<file path="src/rtl/sfx_pkg.sv">
// Sound-effect arbiter shared definitions: SFX ids, sequence lengths,
// note ROM constants, FSM state encoding and priority helpers.
package sfx_pkg;

  localparam logic [1:0] SFX_NONE    = 2'd0;
  localparam logic [1:0] SFX_EAT     = 2'd1;
  localparam logic [1:0] SFX_LEVELUP = 2'd2;
  localparam logic [1:0] SFX_HIT     = 2'd3;

  localparam int unsigned LEN_EAT     = 2;
  localparam int unsigned LEN_LEVELUP = 4;
  localparam int unsigned LEN_HIT     = 3;

  localparam logic [21:0] EAT_N0 = 22'd95557;
  localparam logic [21:0] EAT_N1 = 22'd75843;
  localparam logic [21:0] LVL_N0 = 22'd191113;
  localparam logic [21:0] LVL_N1 = 22'd151687;
  localparam logic [21:0] LVL_N2 = 22'd127553;
  localparam logic [21:0] LVL_N3 = 22'd95557;
  localparam logic [21:0] HIT_N0 = 22'd255102;
  localparam logic [21:0] HIT_N1 = 22'd303370;
  localparam logic [21:0] HIT_N2 = 22'd382219;

  typedef enum logic [1:0] {
    IDLE = 2'd0,
    NOTE = 2'd1,
    GAP  = 2'd2
  } state_t;

  // Request/pending vectors are {hit, levelup, eat}; bit n belongs to id n+1,
  // so a larger id is always the higher priority.
  function automatic logic [1:0] top_id(input logic [2:0] v);
    if (v[2])      return SFX_HIT;
    else if (v[1]) return SFX_LEVELUP;
    else if (v[0]) return SFX_EAT;
    else           return SFX_NONE;
  endfunction

  function automatic logic [2:0] id_mask(input logic [1:0] id);
    case (id)
      SFX_EAT:     return 3'b001;
      SFX_LEVELUP: return 3'b010;
      SFX_HIT:     return 3'b100;
      default:     return 3'b000;
    endcase
  endfunction

endpackage

</file>
<file path="src/rtl/sfx_arbiter_if.sv">
// Tone-path bundle around the arbiter.
//   bgm_note_div/bgm_enable : soundtrack in
//   sfx_enable, req_*       : SFX control and one-cycle request pulses
//   note_div/enable_sound   : to note_gen
//   sfx_active              : an SFX currently owns the tone path
// master = stimulus side, slave = arbiter side.
interface sfx_arbiter_if;
  logic [21:0] bgm_note_div;
  logic        bgm_enable;
  logic        sfx_enable;
  logic        req_eat;
  logic        req_levelup;
  logic        req_hit;
  logic [21:0] note_div;
  logic        enable_sound;
  logic        sfx_active;

  modport master (
    output bgm_note_div, bgm_enable, sfx_enable, req_eat, req_levelup, req_hit,
    input  note_div, enable_sound, sfx_active
  );

  modport slave (
    input  bgm_note_div, bgm_enable, sfx_enable, req_eat, req_levelup, req_hit,
    output note_div, enable_sound, sfx_active
  );
endinterface

</file>
<file path="src/rtl/sfx_rom.sv">
// Combinational note ROM.
//   id, idx   : SFX id and note index
//   note_div  : divisor for that note (0 for unused slots)
//   last_flag : idx is the final note of the sequence
module sfx_rom
  import sfx_pkg::*;
(
  input  logic [1:0]  id,
  input  logic [1:0]  idx,
  output logic [21:0] note_div,
  output logic        last_flag
);

  always_comb begin
    note_div  = '0;
    last_flag = 1'b1;
    case (id)
      SFX_EAT: begin
        last_flag = (idx == 2'(LEN_EAT - 1));
        case (idx)
          2'd0:    note_div = EAT_N0;
          2'd1:    note_div = EAT_N1;
          default: note_div = '0;
        endcase
      end
      SFX_LEVELUP: begin
        last_flag = (idx == 2'(LEN_LEVELUP - 1));
        case (idx)
          2'd0:    note_div = LVL_N0;
          2'd1:    note_div = LVL_N1;
          2'd2:    note_div = LVL_N2;
          default: note_div = LVL_N3;
        endcase
      end
      SFX_HIT: begin
        last_flag = (idx == 2'(LEN_HIT - 1));
        case (idx)
          2'd0:    note_div = HIT_N0;
          2'd1:    note_div = HIT_N1;
          2'd2:    note_div = HIT_N2;
          default: note_div = '0;
        endcase
      end
      default: begin
        note_div  = '0;
        last_flag = 1'b1;
      end
    endcase
  end

endmodule

</file>
<file path="src/rtl/sfx_arbiter.sv">
// Shares the note_gen tone path between the soundtrack and gameplay SFX.
//   clk, rst_n : system clock, synchronous active-low reset
//   bus        : sfx_arbiter_if.slave (bgm in, SFX control in, tone out)
//
// state | meaning
// IDLE  | soundtrack passed through (one-cycle latency)
// NOTE  | SFX note sounding for NOTE_TICKS cycles
// GAP   | silent GAP_TICKS cycles after a note, divisor held
module sfx_arbiter
  import sfx_pkg::*;
#(
  parameter int unsigned NOTE_TICKS = 5_000_000,
  parameter int unsigned GAP_TICKS  = 500_000,
  parameter int unsigned CNT_W      = 23
) (
  input  logic          clk,
  input  logic          rst_n,
  sfx_arbiter_if.slave  bus
);

  localparam logic [CNT_W-1:0] NOTE_LAST = CNT_W'(NOTE_TICKS - 1);
  localparam logic [CNT_W-1:0] GAP_LAST  = CNT_W'((GAP_TICKS == 0) ? 0 : GAP_TICKS - 1);
  localparam bit               HAS_GAP   = (GAP_TICKS != 0);

  state_t           state;
  logic [1:0]       cur_id;
  logic [1:0]       idx;
  logic             cur_last;
  logic [CNT_W-1:0] tick;
  logic [2:0]       pending;

  logic [2:0]  req_vec, pend_all;
  logic [1:0]  req_top, start_id, rom_id, rom_idx;
  logic [21:0] rom_note;
  logic        rom_last;
  logic        note_end, gap_end, seq_step, go_idle;

  always_comb begin
    req_vec  = bus.sfx_enable ? {bus.req_hit, bus.req_levelup, bus.req_eat} : 3'b000;
    pend_all = pending | req_vec;
    req_top  = top_id(req_vec);
    note_end = (state == NOTE) && (tick == NOTE_LAST);
    gap_end  = (state == GAP) && (tick == GAP_LAST);
    seq_step = gap_end || (note_end && !HAS_GAP);

    // Start a new sequence from idle, on strict-priority preemption, or
    // back-to-back from pending once the current sequence has finished.
    start_id = SFX_NONE;
    if (state == IDLE)             start_id = top_id(pend_all);
    else if (req_top > cur_id)     start_id = req_top;
    else if (seq_step && cur_last) start_id = top_id(pend_all);

    go_idle = !bus.sfx_enable
           || ((state == IDLE) && (start_id == SFX_NONE))
           || (seq_step && cur_last && (start_id == SFX_NONE));

    // The ROM is always addressed with the note that would be loaded next.
    rom_id  = (start_id != SFX_NONE) ? start_id : cur_id;
    rom_idx = (start_id != SFX_NONE) ? 2'd0 : idx + 2'd1;
  end

  sfx_rom u_rom (
    .id        (rom_id),
    .idx       (rom_idx),
    .note_div  (rom_note),
    .last_flag (rom_last)
  );

  always_ff @(posedge clk) begin
    if (!rst_n) begin
      state            <= IDLE;
      cur_id           <= SFX_NONE;
      idx              <= '0;
      cur_last         <= 1'b0;
      tick             <= '0;
      pending          <= '0;
      bus.note_div     <= '0;
      bus.enable_sound <= 1'b0;
      bus.sfx_active   <= 1'b0;
    end else if (go_idle) begin
      state            <= IDLE;
      cur_id           <= SFX_NONE;
      idx              <= '0;
      cur_last         <= 1'b0;
      tick             <= '0;
      pending          <= '0;
      bus.note_div     <= bus.bgm_note_div;
      bus.enable_sound <= bus.bgm_enable;
      bus.sfx_active   <= 1'b0;
    end else if (start_id != SFX_NONE) begin
      state            <= NOTE;
      cur_id           <= start_id;
      idx              <= '0;
      cur_last         <= rom_last;
      tick             <= '0;
      pending          <= pend_all & ~id_mask(start_id);
      bus.note_div     <= rom_note;
      bus.enable_sound <= 1'b1;
      bus.sfx_active   <= 1'b1;
    end else if (seq_step) begin
      state            <= NOTE;
      idx              <= idx + 2'd1;
      cur_last         <= rom_last;
      tick             <= '0;
      pending          <= pend_all;
      bus.note_div     <= rom_note;
      bus.enable_sound <= 1'b1;
    end else if (note_end) begin
      state            <= GAP;
      tick             <= '0;
      pending          <= pend_all;
      bus.enable_sound <= 1'b0;
    end else begin
      tick             <= tick + CNT_W'(1);
      pending          <= pend_all;
    end
  end

endmodule

</file>
<file path="src/flat_wrapper.sv">
// flat-port wrapper written by rule: the top's interface ports become plain ports
module sfx_arbiter_flat import sfx_pkg::*;
#(
  parameter int unsigned NOTE_TICKS = 5_000_000,
  parameter int unsigned GAP_TICKS  = 500_000,
  parameter int unsigned CNT_W      = 23
)
  (clk, rst_n, bus_bgm_note_div, bus_bgm_enable, bus_sfx_enable, bus_req_eat, bus_req_levelup, bus_req_hit, bus_note_div, bus_enable_sound, bus_sfx_active);
  sfx_arbiter_if bus_i ();
  input  logic clk;
  input  logic rst_n;
  input wire logic [$bits(bus_i.bgm_note_div)-1:0] bus_bgm_note_div;
  input wire logic [$bits(bus_i.bgm_enable)-1:0] bus_bgm_enable;
  input wire logic [$bits(bus_i.sfx_enable)-1:0] bus_sfx_enable;
  input wire logic [$bits(bus_i.req_eat)-1:0] bus_req_eat;
  input wire logic [$bits(bus_i.req_levelup)-1:0] bus_req_levelup;
  input wire logic [$bits(bus_i.req_hit)-1:0] bus_req_hit;
  output wire logic [$bits(bus_i.note_div)-1:0] bus_note_div;
  output wire logic [$bits(bus_i.enable_sound)-1:0] bus_enable_sound;
  output wire logic [$bits(bus_i.sfx_active)-1:0] bus_sfx_active;
  assign bus_i.bgm_note_div = bus_bgm_note_div;
  assign bus_i.bgm_enable = bus_bgm_enable;
  assign bus_i.sfx_enable = bus_sfx_enable;
  assign bus_i.req_eat = bus_req_eat;
  assign bus_i.req_levelup = bus_req_levelup;
  assign bus_i.req_hit = bus_req_hit;
  assign bus_note_div = bus_i.note_div;
  assign bus_enable_sound = bus_i.enable_sound;
  assign bus_sfx_active = bus_i.sfx_active;
  sfx_arbiter #(.NOTE_TICKS(NOTE_TICKS), .GAP_TICKS(GAP_TICKS), .CNT_W(CNT_W)) u_core (.clk(clk), .rst_n(rst_n), .bus(bus_i));
endmodule
</file>
<file path="config.mk">
export PLATFORM = sky130hd
export DESIGN_NAME = sfx_arbiter_flat
export DESIGN_NICKNAME = d
export VERILOG_FILES = /design/src/rtl/sfx_pkg.sv /design/src/rtl/sfx_arbiter_if.sv /design/src/rtl/sfx_rom.sv /design/src/rtl/sfx_arbiter.sv /design/src/flat_wrapper.sv
export SDC_FILE = /design/constraint.sdc
export NUM_CORES = 1
export LEC_CHECK = 0
export BUFFER_PORTS_ARGS = -buffer_cell sky130_fd_sc_hd__buf_2
export CORE_ASPECT_RATIO = 1.75
export CORE_MARGIN = 4
export CORE_UTILIZATION = 50
export CTS_CLUSTER_DIAMETER = 50
export DETAILED_ROUTE_END_ITERATION = 12
export PLACE_DENSITY = 0.75
export SYNTH_ARGS = -nofsm -noshare
export SYNTH_HDL_FRONTEND = slang
export SYNTH_SLANG_ARGS = --single-unit
</file>
<file path="constraint.sdc">
create_clock -name clk -period 7.2 [get_ports clk]
set_input_delay 0.36 -clock clk [delete_from_list [all_inputs] [get_ports clk]]
set_output_delay 0.36 -clock clk [all_outputs]
set_load 0.005 [all_outputs]
</file>
==> Word-level counts from Yosys, hierarchy flattened <==
Cells that the tools add are included.
{ "op_classes": {"add_sub_neg": 2, "n_lt_le_gt_ge": 1, "n_eq_ne": 13, "muxes": 34, "bitwise": 4, "reduce_logical": 20} }
{ "op_table": {"columns": ["cell", "count"], "rows": [
  ["$mux W22", 3],
  ["$pmux W22 S3", 1],
  ["$pmux W19 S3", 1],
  ["$pmux W18 S3", 1],
  ["$pmux W17 S2", 1],
  ["$add A23 B1 Y23 const B", 1],
  ["$eq A23 B19 Y1 const B", 1],
  ["$eq A23 B23 Y1 const B", 1],
  ["$mux W2", 9],
  ["$mux W3", 5],
  ["$eq A2 B2 Y1 const B", 7],
  ["$mux W1", 11],
  ["$pmux W3 S3", 1],
  ["$eq A2 B1 Y1 const B", 4],
  ["$logic_not A2 Y1", 3],
  ["$reduce_bool A3 Y1", 2],
  ["$logic_and A1 B1 Y1", 5],
  ["$reduce_or A5 Y1", 1],
  ["$reduce_bool A2 Y1", 2],
  ["$reduce_bool A4 Y1", 1],
  ["$reduce_or A4 Y1", 1],
  ["$and A3 B3 Y3", 1],
  ["$not A3 Y3", 1],
  ["$or A3 B3 Y3", 1],
  ["8 further kinds", 9]
]} }
{ "word_totals": {"ff_bits": 57, "elab_cells": 84} }

==> Longest topological paths before layout <==
{ "logic_depth": {"depth_word": 17, "ltp_mapped": 15, "depth_no_buf": 15} }

==> By module <==
From an unflattened synthesis, not the netlist that was laid out.
{ "hier_totals": {"hier_cells": 414, "hier_area_um2": 3637.2} }
{ "modules_own_cells": {"columns": ["module", "instances", "cells_per_inst", "area_per_inst_um2", "seq_area_each_um2"], "rows": [
  ["sfx_arbiter", 1, 345, 3171.8, 1141.1],
  ["sfx_rom", 1, 69, 465.4, 0.0]
]} }

==> Worst setup path after synthesis <==
Ideal clock, no wire load.
{ "synth_path": {"kind": "flip-flop to flip-flop", "startpoint": "reg u_core.cur_id[1]", "endpoint": "reg u_core.bus.note_div[16]", "setup_time_ns": 0.125, "t_arrival_ns": 3.121, "path_slack_ns": 3.954, "stages_incl_launch_ff": 16, "period_less_slack_ns": 3.246, "cell_sequence": "dfxtp_1 > clkbuf_1 > inv_1 > ha_1 > and2b_1 > o21a_1 > o21a_1 > a21boi_4 > a21oi_1 > inv_1 > ha_1 > a21oi_1 > nor2_1 > o21a_1 > a2111oi_2 > nor2_1"} }
{ "synth_between": {"elab_chain_len": 11, "word_cells_on_any_way": 25, "cone_classes": "1 x order compare; 5 x eq/ne; 11 x mux; 8 x reduce/logical"} }
{ "synth_rtl": {"columns": ["item", "line", "text"], "rows": [
  ["from (decl)", "sfx_arbiter.sv:26", "logic [1:0] cur_id;"],
  ["from (signal assigned)", "sfx_arbiter.sv:92", "cur_id <= start_id;"],
  ["$gt A2 B2 Y1", "sfx_arbiter.sv:50", "else if (req_top > cur_id) start_id = req_top;"],
  ["$mux W2", "sfx_arbiter.sv:50", null],
  ["$mux W2", "sfx_arbiter.sv:49", "if (state == IDLE) start_id = top_id(pend_all);"],
  ["$reduce_bool A2 Y1", "sfx_arbiter.sv:58, sfx_arbiter.sv:59, sfx_arbiter.sv:90", null],
  ["$mux W2", "sfx_arbiter.sv:59", "rom_idx = (start_id != SFX_NONE) ? 2'd0 : idx + 2'd1;"],
  ["$eq A2 B2 Y1, or another cell as far along", "sfx_rom.sv:28, sfx_rom.sv:37", null],
  ["$pmux W19 S3, or another cell as far along", "sfx_rom.sv:37", "case (idx)"],
  ["$pmux W22 S3", "sfx_rom.sv:17", "case (id)"],
  ["$mux W22", "sfx_arbiter.sv:100", "end else if (seq_step) begin"],
  ["$mux W22", "sfx_arbiter.sv:90", "end else if (start_id != SFX_NONE) begin"],
  ["$mux W22", "sfx_arbiter.sv:80", "end else if (go_idle) begin"],
  ["to (signal assigned)", "sfx_arbiter.sv:87", "bus.note_div <= bus.bgm_note_div;"],
  ["to (signal assigned)", "sfx_arbiter.sv:97", "bus.note_div <= rom_note;"],
  ["to (signal assigned)", "sfx_arbiter.sv:106", "bus.note_div <= rom_note;"],
  ["to (decl)", "sfx_arbiter_if.sv:25", "output note_div, enable_sound, sfx_active"]
]} }
Several ways; a longest one is shown, not always the timed one. The select of a mux whose other input is x is not followed.
A chain may end at the register's enable or synchronous reset.

==> Worst setup path after layout <==
Same ends and word-level chain as after synthesis.

==> run summary <==
EDFF count, synth = 0
Hold Buf Count CTS = 0
Synth Net Count = 444
outcome = finished clean
fraction of layout cells with a size suffix above 1 = 19.7%
Root Driver = clkbuf_8
Antenna Cells = 0
Post-CTS Resized = 0
kind of critical path = reg -> reg
post-synthesis cell area = 3300 sq um
clk sinks = 57
Routed Antenna Nets = 0
Critical Path RT = 7.43 ns
HP Start = bus_bgm_note_div[21]
Vias = 3237
grt ovf = 0
placer congestion estimate = 0.952
Max clock buf depth = 2
starting density of the core = 52.1%
max_cap viols = 0
router iterations before antenna repair = 4
TritonCTS clock tree = yes
dpl cells = 522
Port Buf Inserts = 52
origin of the critical flop-to-flop path = u_core.cur_id[1]$_SDFF_PP0_
number of setup buffers added after CTS = 0
via-per-instance ratio = 6.03
worst vdd ir = 0.000149 V
worst reg2reg path depth = 14
CP Capture Type = flop
number of library cell types mapped by synthesis = 73
Area Overhead vs Synth = 13.3%
HP Class = in -> reg
max-slew violations = 0
Setup crit end = u_core.bus.note_div[16]$_SDFFE_PN0P_
Fillers = 590
Hold Violations, Final = 0
final net count = 489
pin count of the biggest net entering global routing = 31
worst clock skew = 0.0100 ns
fin cells = 537
async set-reset flop share out of synthesis = 0%
first-pass GRT wire length = 14800 um
Final TNS setup = 0 ns
die height = 115 um
Seq cells post-synth = 57
critical path data arrival time = 3.80 ns
initial antenna violation count = 0
Worst Path Max Fanout = 8
Core ar. = 6320 sq um
Die Area = 8010 sq um
part of the Yosys area used for sequential elements = 34.6%
DP Area = 3570 sq um
Leakage = 1.42 nW
CP startpoint = u_core.cur_id[1]$_SDFF_PP0_
number of global-route vias before repair = 3209
Critical Path Start Type = flop
Yosys warnings = 0
average cell area after synthesis = 8.08 sq um
R2R setup slack = 3.63 ns
Die W = 69.4 um
Final Critical Period = 3.57 ns
post-route cell area = 3730 sq um
DR iter-0 viols = 186
Max-slew headroom = 36.8%
Post-synth top flop = dfxtp_1
final core occ = 59.0%
endpoints failing setup = 0
PD cells = 208 nW/um^2
period utilization = 49.6%
Reg clk slew, reported paths = 0.07 ns
cell count after synthesis = 408
WL final = 9010 um
# DRC = 0
RSZ-0062 raised after global routing = false
H-tree Lvls = 3
TritonCTS Buffers = 9
std cell rows = 38
All-Layer GR Usage = 23.2%
IO Count = 53
Avg WL per Cell = 16.8 um
Worst-Skew Late Latency = 0.35 ns
max frequency = 0.280 GHz
Critical R2R Capture = u_core.bus.note_div[16]$_SDFFE_PN0P_
dpl hpwl = 6900 um
Slew @ Worst Pin = 0.945 ns
[registers in the layout (all words and copies together), names as in the netlist]
register,flops
u_core.bus.enable_sound,1
u_core.cur_last,1
u_core.state,2
u_core.bus.sfx_active,1
u_core.bus.note_div,22
u_core.pending,3
u_core.cur_id,2
u_core.idx,2
u_core.tick,23
[cells by family (layout without fill, tap and decap cells)]
logic type	Yosys count	after routing	share of synthesized area, %
xor+xnor	22	22	5.85
simple gates	171	171	25.3
buf+inv	30	79	4.40
flops	57	57	34.6
mux	2	2	0.797
compound gates	119	119	26.4
fa+ha+maj	7	7	2.66
[cells in the final DEF, fill, tap and decap left out, types with 4 or more instances in the layout]
master     instances
a21oi_1           36
and3_1             5
buf_2             52
clkbuf_8           9
clkinv_2           4
dfxtp_1           57
ha_1               7
inv_1              9
nand2_1           44
nand3_1           28
nand4_1            7
nor2_1            49
nor3_1            13
o211ai_1           6
o21a_1             6
o21ai_0           18
o2bb2ai_1          7
xnor2_1            9
xor2_1            13
[final cells by class]
| cell class | count | area [sq um] | share of cell area [%] |
|---|---|---|---|
| inverter | 9 | 33.8 | 0.905 |
| sequential | 57 | 1140 | 30.6 |
| multi-input combinational | 321 | 2020 | 54.0 |
| clock buffer | 9 | 124 | 3.32 |
| clock inverter | 6 | 36.3 | 0.972 |
| tap | 80 | 100 | 2.68 |
| timing repair buffer | 55 | 283 | 7.57 |
[how the worst min path moves through the flow]
stage	cells past startpoint	end	slack (ns)
after floorplan	1	u_core.tick[0]$_SDFF_PP0_	0.42
after global placement	1	u_core.tick[0]$_SDFF_PP0_	0.43
after detailed placement	1	u_core.tick[0]$_SDFF_PP0_	0.44
after CTS	3	u_core.bus.note_div[21]$_SDFFE_PN0P_	0.23
after global routing	3	u_core.bus.note_div[19]$_SDFFE_PN0P_	0.25
final	3	u_core.bus.note_div[21]$_SDFFE_PN0P_	0.25
[metal layers]
metal  wire (um)  global-route usage (%)
met3         484                    5.69
met5           0                       0
met2        4930                    44.7
met1        3110                    21.1
met4         496                    15.5
[worst max-delay path: stages, from the launching register on]
cell and delay (ns):
dfxtp_1 0.46, inv_1 0.16, ha_1 0.36, and2b_1 0.23, o21a_1 0.28, o21a_1 0.23, a21boi_4 0.17, a21oi_1 0.33
inv_1 0.12, ha_1 0.25, a21oi_1 0.13, nor2_1 0.05, o21a_1 0.24, a2111oi_2 0.35, nor2_1 0.08
[cells in the mapped netlist (2+ instances only)]
master	number	area share, %
a211oi_1	3	0.68
a21boi_0	2	0.46
a21o_1	2	0.46
a21oi_1	36	5.5
a221oi_2	2	0.91
a31o_2	2	0.53
a31oi_1	4	0.76
and2_1	2	0.38
and3_1	5	0.95
and4b_1	2	0.61
buf_2	8	1.2
buf_4	2	0.46
buf_6	2	0.68
clkbuf_1	9	1.0
dfxtp_1	57	35
ha_1	7	2.7
inv_1	9	1.0
nand2_1	44	5.0
nand2b_1	3	0.57
nand3_1	28	4.3
nand4_1	7	1.3
nor2_1	49	5.6
nor2b_1	3	0.57
nor3_1	13	2.0
o2111ai_1	2	0.53
o211ai_1	6	1.4
o21a_1	6	1.4
o21ai_0	18	2.7
o21ai_1	2	0.30
o2bb2ai_1	7	1.9
o31a_1	3	0.80
or3_1	2	0.38
xnor2_1	9	2.4
xor2_1	13	3.5
[through the flow]
step | hold WS [ns] | setup slack, ns | power, mW
5_1_grt | 0.246 | 3.32 | 0.816
2_1_floorplan | 0.418 | 3.95 | 0.478
3_3_place_gp | 0.426 | 3.51 | 0.533
3_5_place_dp | 0.437 | 3.46 | 0.534
4_1_cts | 0.234 | 3.65 | 0.782
6_report | 0.246 | 3.63 | 0.776
[power breakdown]
part           leakage (nW)  internal, mW  switching (mW)  total (mW)
clock                0.0846         0.120           0.126       0.246
combinational         0.872        0.0700           0.115       0.185
sequential            0.466         0.334          0.0108       0.344
total                  1.42         0.524           0.252       0.776
No activity file was read; power rests on OpenSTA's default activity.
